==> config.mk <==
export PLATFORM = sky130hd
export DESIGN_NAME = memory_arbiter
export DESIGN_NICKNAME = d
export VERILOG_FILES = /design/src/rtl/memory_arbiter.sv
export SDC_FILE = /design/constraint.sdc
export NUM_CORES = 1
export LEC_CHECK = 0
export ABC_AREA = 1
export CAP_MARGIN = 20
export CORE_MARGIN = 5
export CORE_UTILIZATION = 60
export DETAILED_ROUTE_END_ITERATION = 6
export DONT_BUFFER_PORTS = 1
export GPL_TIMING_DRIVEN = 0
export PLACE_DENSITY_LB_ADDON = 0.05
export SYNTH_ARGS = -nofsm -noshare
export SYNTH_HDL_FRONTEND = slang
export SYNTH_SLANG_ARGS = --single-unit
==> constraint.sdc <==
create_clock -name clk -period 3.9 [get_ports clk]
set_input_delay 0.78 -clock clk [delete_from_list [all_inputs] [get_ports clk]]
set_output_delay 0.78 -clock clk [all_outputs]
set_load 0.005 [all_outputs]
==> src/rtl/memory_arbiter.sv <==
// Fetch/data arbiter in front of the single-port memory controller.
// Data has priority; a bounded data run keeps fetch moving.
module memory_arbiter #(
   parameter int MAX_DATA_RUN = 4,
   parameter int ADDR_W       = 32
) (
   input  logic              clk,
   input  logic              reset,
   input  logic              i_req,
   input  logic [ADDR_W-1:0] i_addr,
   output logic              i_gnt,
   output logic              i_rvalid,
   output logic [31:0]       i_rdata,
   output logic              i_abort,
   input  logic              d_req,
   input  logic [ADDR_W-1:0] d_addr,
   input  logic [31:0]       d_wdata,
   input  logic              d_write,
   input  logic              d_size,
   input  logic [1:0]        d_prot,
   output logic              d_gnt,
   output logic              d_rvalid,
   output logic [31:0]       d_rdata,
   output logic              d_abort,
   output logic [ADDR_W-1:0] mem_addr,
   output logic [31:0]       mem_wdata,
   output logic              mem_write,
   output logic              mem_size,
   output logic [1:0]        mem_prot,
   output logic [1:0]        mem_trans,
   input  logic [31:0]       mem_rdata,
   input  logic              mem_abort
);

   typedef enum logic [1:0] {
      OWN_NONE  = 2'd0,
      OWN_FETCH = 2'd1,
      OWN_DATA  = 2'd2
   } owner_e;

   typedef struct packed {
      owner_e            owner;
      logic [ADDR_W-1:0] addr;
      logic              write;
   } xfer_t;

   localparam logic [3:0] RUN_MAX = 4'(MAX_DATA_RUN);
   localparam logic [1:0] TR_IDLE = 2'b00;
   localparam logic [1:0] TR_NSEQ = 2'b10;
   localparam logic [1:0] TR_SEQ  = 2'b11;

   logic [3:0]        data_run, data_run_nxt;
   xfer_t             prev_q, cur;
   logic [ADDR_W-1:0] addr_hold, prev_addr_inc;
   logic [31:0]       wdata_hold;
   logic              fetch_force, seq;

   // Fetch wins a contended cycle only once the data run has hit its limit.
   always_comb begin
      fetch_force = (data_run == RUN_MAX);
      i_gnt = 1'b0;
      d_gnt = 1'b0;
      if (!reset) begin
         if (d_req && !(i_req && fetch_force)) d_gnt = 1'b1;
         else if (i_req)                      i_gnt = 1'b1;
      end
   end

   always_comb begin
      data_run_nxt = data_run;
      if (i_gnt || !i_req)                    data_run_nxt = 4'd0;
      else if (d_gnt && (data_run < RUN_MAX)) data_run_nxt = data_run + 4'd1;
   end

   // Address phase; idle cycles keep the last address and write data on the bus.
   always_comb begin
      cur.owner = OWN_NONE;
      cur.addr  = addr_hold;
      cur.write = 1'b0;
      mem_wdata = wdata_hold;
      mem_size  = 1'b0;
      mem_prot  = 2'b00;
      if (d_gnt) begin
         cur.owner = OWN_DATA;
         cur.addr  = d_addr;
         cur.write = d_write;
         mem_wdata = d_wdata;
         mem_size  = d_size;
         mem_prot  = d_prot;
      end else if (i_gnt) begin
         cur.owner = OWN_FETCH;
         cur.addr  = i_addr;
         mem_wdata = 32'd0;
         mem_size  = 1'b1;
         mem_prot  = 2'b10;
      end
      mem_addr  = cur.addr;
      mem_write = cur.write;
      if (reset) begin
         mem_addr  = '0;
         mem_wdata = 32'd0;
      end
   end

   // Sequential burst: same owner and direction as last cycle, next word up (wraps).
   always_comb begin
      prev_addr_inc = prev_q.addr + ADDR_W'(1);
      seq = (cur.owner != OWN_NONE) && (cur.owner == prev_q.owner) &&
            (cur.write == prev_q.write) && (cur.addr == prev_addr_inc);
      if (cur.owner == OWN_NONE) mem_trans = TR_IDLE;
      else if (seq)              mem_trans = TR_SEQ;
      else                       mem_trans = TR_NSEQ;
   end

   always_ff @(posedge clk) begin
      if (reset) begin
         data_run   <= 4'd0;
         prev_q     <= '0;
         addr_hold  <= '0;
         wdata_hold <= 32'd0;
      end else begin
         data_run   <= data_run_nxt;
         prev_q     <= cur;
         addr_hold  <= mem_addr;
         wdata_hold <= mem_wdata;
      end
   end

   // Response phase: last cycle's owner gets the memory result.
   always_comb begin
      i_rvalid = !reset && (prev_q.owner == OWN_FETCH);
      d_rvalid = !reset && (prev_q.owner == OWN_DATA);
      i_abort  = i_rvalid && mem_abort;
      d_abort  = d_rvalid && mem_abort;
      i_rdata  = mem_rdata;
      d_rdata  = mem_rdata;
   end

endmodule
==> summary by stage <==
Run status
The flow ran to the end, and the final reports show no timing, DRC or antenna violations.

Global routing
For this run, the total global-route usage over all layers was measured as 0.285. The number of antenna violations at the first check in global routing came to 3. The sum of overflow across all layers after global routing is 0.

The first-pass GRT wire length is ~30,000 um. Entering global routing, the biggest net connects 18 pins. The via count of the first global-routing pass is approximately 5,900.

Detailed routing
The number of iterations in the first detailed-routing pass is 5. The mean routed wirelength per cell is 17.0 um. The number of remaining DRC errors is 0.

For this block, the initial DRC count from the detailed router was around 520. Once detail routing completed, the nets flagged for antenna violations numbered 0. After detailed routing, the total wire length is ~20,000 um. In the routed layout, each cell is associated on average with a via count of between 5 and 6. For this block, the via count after detailed routing is approximately 6,600.

Clock tree
Clock tree synthesis inserted a total of 9 buffers. The clock tree root buffer cell is sky130_fd_sc_hd__clkbuf_8. The insertion delay to the later sink of the worst-skew pair is around 380 ps. CTS built an H-tree with a depth of 3. The longest clock path from root to sink contains 2 buffers. The CTS clock-pin slew for the worst setup and hold paths is approximately 100 ps. The buffers inserted during post-CTS setup optimization is 0.

The number of hold-repair buffers added at the cts stage is 0. The clock sink count is ~100. The TritonCTS clock tree is done. The number of gates resized after CTS was 0.

Power and ir drop
Power comes to roughly 2400 uW. In this run the static leakage power is between 0.003 and 0.004 uW. The share of total power dissipated in the clock network is 0.269. The internal power of the cells totals 1570 uW. The analysis attributes to net switching a power of around 780 uW.

The peak ir drop on the vdd network is just under 0.0003 V. Of the total power, registers draw 0.500. The switching share of total power is 0.332. The areal power density over the cells is roughly 330 mW/mm2. The fraction of power consumed by combinational cells is 0.231.

Die
The initial core utilization is 0.615. The height of the chip is about 120 um. The horizontal die dimension is ~120 um. The total area inside the core boundary comes to 0.0109 mm2. The placement row count is 38. The floorplan step defined a die boundary enclosing 0.0134 mm2. The number of top-level pins is about 280.

Placement
The number of port buffers is 0. The placed cell count is between 1,000 and 1,500. The global placer's final weighted congestion is ~0.9. The wire-length estimate of the detail-placed layout is 15,800 um. The area after detailed placement is just under 0.007 mm2.

Timing
Setup violations remaining at the end of the flow were counted as 0. Setup repair after global routing left no endpoint under its margin. The worst pin sits at a relative slew slack of 0.572.

The maximum frequency from static timing analysis is roughly 280 MHz. The clock tree skew after final layout is 11.6 ps. The worst path needs about 3500 ps of the cycle, external delays included. The number of slew-limit violations in the final report is 0. The final cycle utilization of the critical path is 0.902. The final hold violation count is 0. At the pin with the least slew margin, the transition time is 639 ps.

Setup total negative slack on the finished layout was measured at 0 ps.

Finish
The final standard cell area without fillers is 0.00705 mm2. The ratio of cells with drive above 1 in the final layout is 0.113. The area growth from synthesis to layout is 5.27%. The net count reported at finish is 1,173. The filler cells instantiated in the layout total between 1,000 and 1,500. At the end of the flow the core is filled with cells to 0.647.

The count of placed standard cells in the final layout, fillers left out is 1,179.

Setup path
Data on the critical path is required at its endpoint by between 3000 and 4000 ps. The critical path's top delay family is simple AND/OR/NAND/NOR gates. The maximum fanout along the worst path is 6. STA classifies the critical path startpoint as a register. The delay of the slowest cell on the worst path is just under 500 ps.

The arrival time of data at the critical path endpoint is around 2700 ps. STA classifies the critical path endpoint as an output pin. The cell with the most instances on the worst path is sky130_fd_sc_hd__nor2_1. The worst-path cell with the longest stage delay is sky130_fd_sc_hd__nor2_1.

The sum of buffers and inverters on the critical path is 1. The critical path is of the reg -> out type. Traced cell by cell, the critical path runs through inv_1, ha_1, nand2_1, nor2_1, nor2_1, nand2_1, or2_2, nand3_1, xor2_1, nor2_1, nand3_1, nor2_1.

Synth
The number of different library cells in the post-synthesis netlist is 36. The summed instance area of the synthesized netlist is 0.00670 mm2. The average cell area after synthesis is about 6.6 um2.

Among all flip-flop cells after synthesis, the most frequent one is sky130_fd_sc_hd__dfxtp_1. Counting flops and latches in the post-synthesis netlist gives roughly 100. The count of flip-flops with a built-in enable after synthesis is 0. The synthesized netlist net count is between 1,000 and 1,500. The part of the Yosys area used for sequential elements is 0.308.

The instance count of the mapped netlist is around 1,000. The fraction of registers with async set/reset is 0. The Yosys step of the flow raised 0 warnings.

Job
The tool flagged a number of max-cap violations equal to 0.

Min path
The kind of path behind the tightest hold check is reg -> reg.
cells in the final DEF (no fill, tap or decap), drive strengths merged:
cell type,n
nor4,2
nand3b,17
or2,20
clkbuf,36
clkinvlp,1
ha,3
a31oi,1
o21bai,1
xor2,7
clkinv,3
nand2,232
xnor2,5
nor3,10
inv,139
a21o,1
o21ai,6
dfxtp,103
o211ai,1
a21oi,2
diode,2
a32o,64
nor2,179
buf,86
a211oi,1
nand4,30
nand3,87
state kept, by name, indices dropped and copies added (netlist names):
signal,count
addr_hold,32
wdata_hold,32
data_run,4
prev_q,35
cell type report:
class                      instances  area (um2)  share of cell area
multi-input combinational        669        3410               0.484
clock inverter                     5        45.0             0.00639
tap                              140         175              0.0249
buffer                           112         706               0.100
antenna                            2        5.00            0.000710
sequential                       103        2060               0.293
clock buffer                      10         128              0.0181
inverter                         138         518              0.0735
stage by stage:
stage,setup slack [ps],hold slack (ps)
floorplan,981,459
global placement,448,472
detailed placement,447,480
CTS,347,506
global route,105,502
finish,381,504
power groups by stage:
stage	Sequential (uW)	Clock [uW]	Combinational, uW
floorplan	1190	0	422
global placement	1200	0	536
detailed placement	1200	0	542
CTS	1170	636	544
global route	1180	681	608
finish	1180	634	543
routing by layer:
layer,part of all wire,GRT usage
met3,0.11,0.0935
met4,0.027,0.0866
met1,0.39,0.336
met5,0.00045,0
met2,0.48,0.493
Yosys cell counts (2+ instances only):
library cell	instances	area share
sky130_fd_sc_hd__o21ai_0	5	0.0037
sky130_fd_sc_hd__or2_2	10	0.0093
sky130_fd_sc_hd__buf_6	3	0.0050
sky130_fd_sc_hd__nand3_1	83	0.062
sky130_fd_sc_hd__nand4_1	30	0.028
sky130_fd_sc_hd__ha_1	3	0.0056
sky130_fd_sc_hd__a32o_1	64	0.096
sky130_fd_sc_hd__nor2_1	177	0.099
sky130_fd_sc_hd__nand2_4	2	0.0034
sky130_fd_sc_hd__or2_1	7	0.0065
sky130_fd_sc_hd__clkbuf_1	26	0.015
sky130_fd_sc_hd__xnor2_1	5	0.0065
sky130_fd_sc_hd__nand3_2	4	0.0060
sky130_fd_sc_hd__buf_4	67	0.075
sky130_fd_sc_hd__inv_2	2	0.0011
sky130_fd_sc_hd__dfxtp_1	103	0.31
sky130_fd_sc_hd__a21oi_1	2	0.0015
sky130_fd_sc_hd__xor2_1	7	0.0092
sky130_fd_sc_hd__or2_0	3	0.0028
sky130_fd_sc_hd__nor4_1	2	0.0019
sky130_fd_sc_hd__nand3b_1	17	0.019
sky130_fd_sc_hd__buf_1	7	0.0039
sky130_fd_sc_hd__inv_1	136	0.076
sky130_fd_sc_hd__nand2_1	229	0.13
sky130_fd_sc_hd__nor3_1	9	0.0067
sky130_fd_sc_hd__buf_2	9	0.0067
cell families after synthesis:
group | count (synthesis) | synth area share
AND/OR/NAND/NOR | 577 | 0.378
buffers and inverters | 250 | 0.183
flip-flops | 103 | 0.308
AO/OA/AOI/OAI | 77 | 0.110
XOR/XNOR | 12 | 0.0157
adder cells (fa/ha/maj) | 3 | 0.00561
path summary, 6_finish.rpt:
kind / start / cells after the start / end / slack, ps
min: data_run[1] / 2 / data_run[1] / 500
min reg2reg: data_run[1] / 2 / data_run[1] / 500
max reg2reg: data_run[0] / 12 / data_run[0] / 1740
max: data_run[0] / 12 / mem_trans[0] / 380
worst reg2reg max path, delay by kind of cell (launching register included):
kind / cells / cell delay [ps]
DFF: 1 / 340
adders and majority gates: 1 / 200
buffers and inverters: 4 / 680
AOI/OAI and AO/OA: 2 / 200
and+or+nand+nor: 5 / 620
Note: power is estimated with default switching activity, not from simulation.
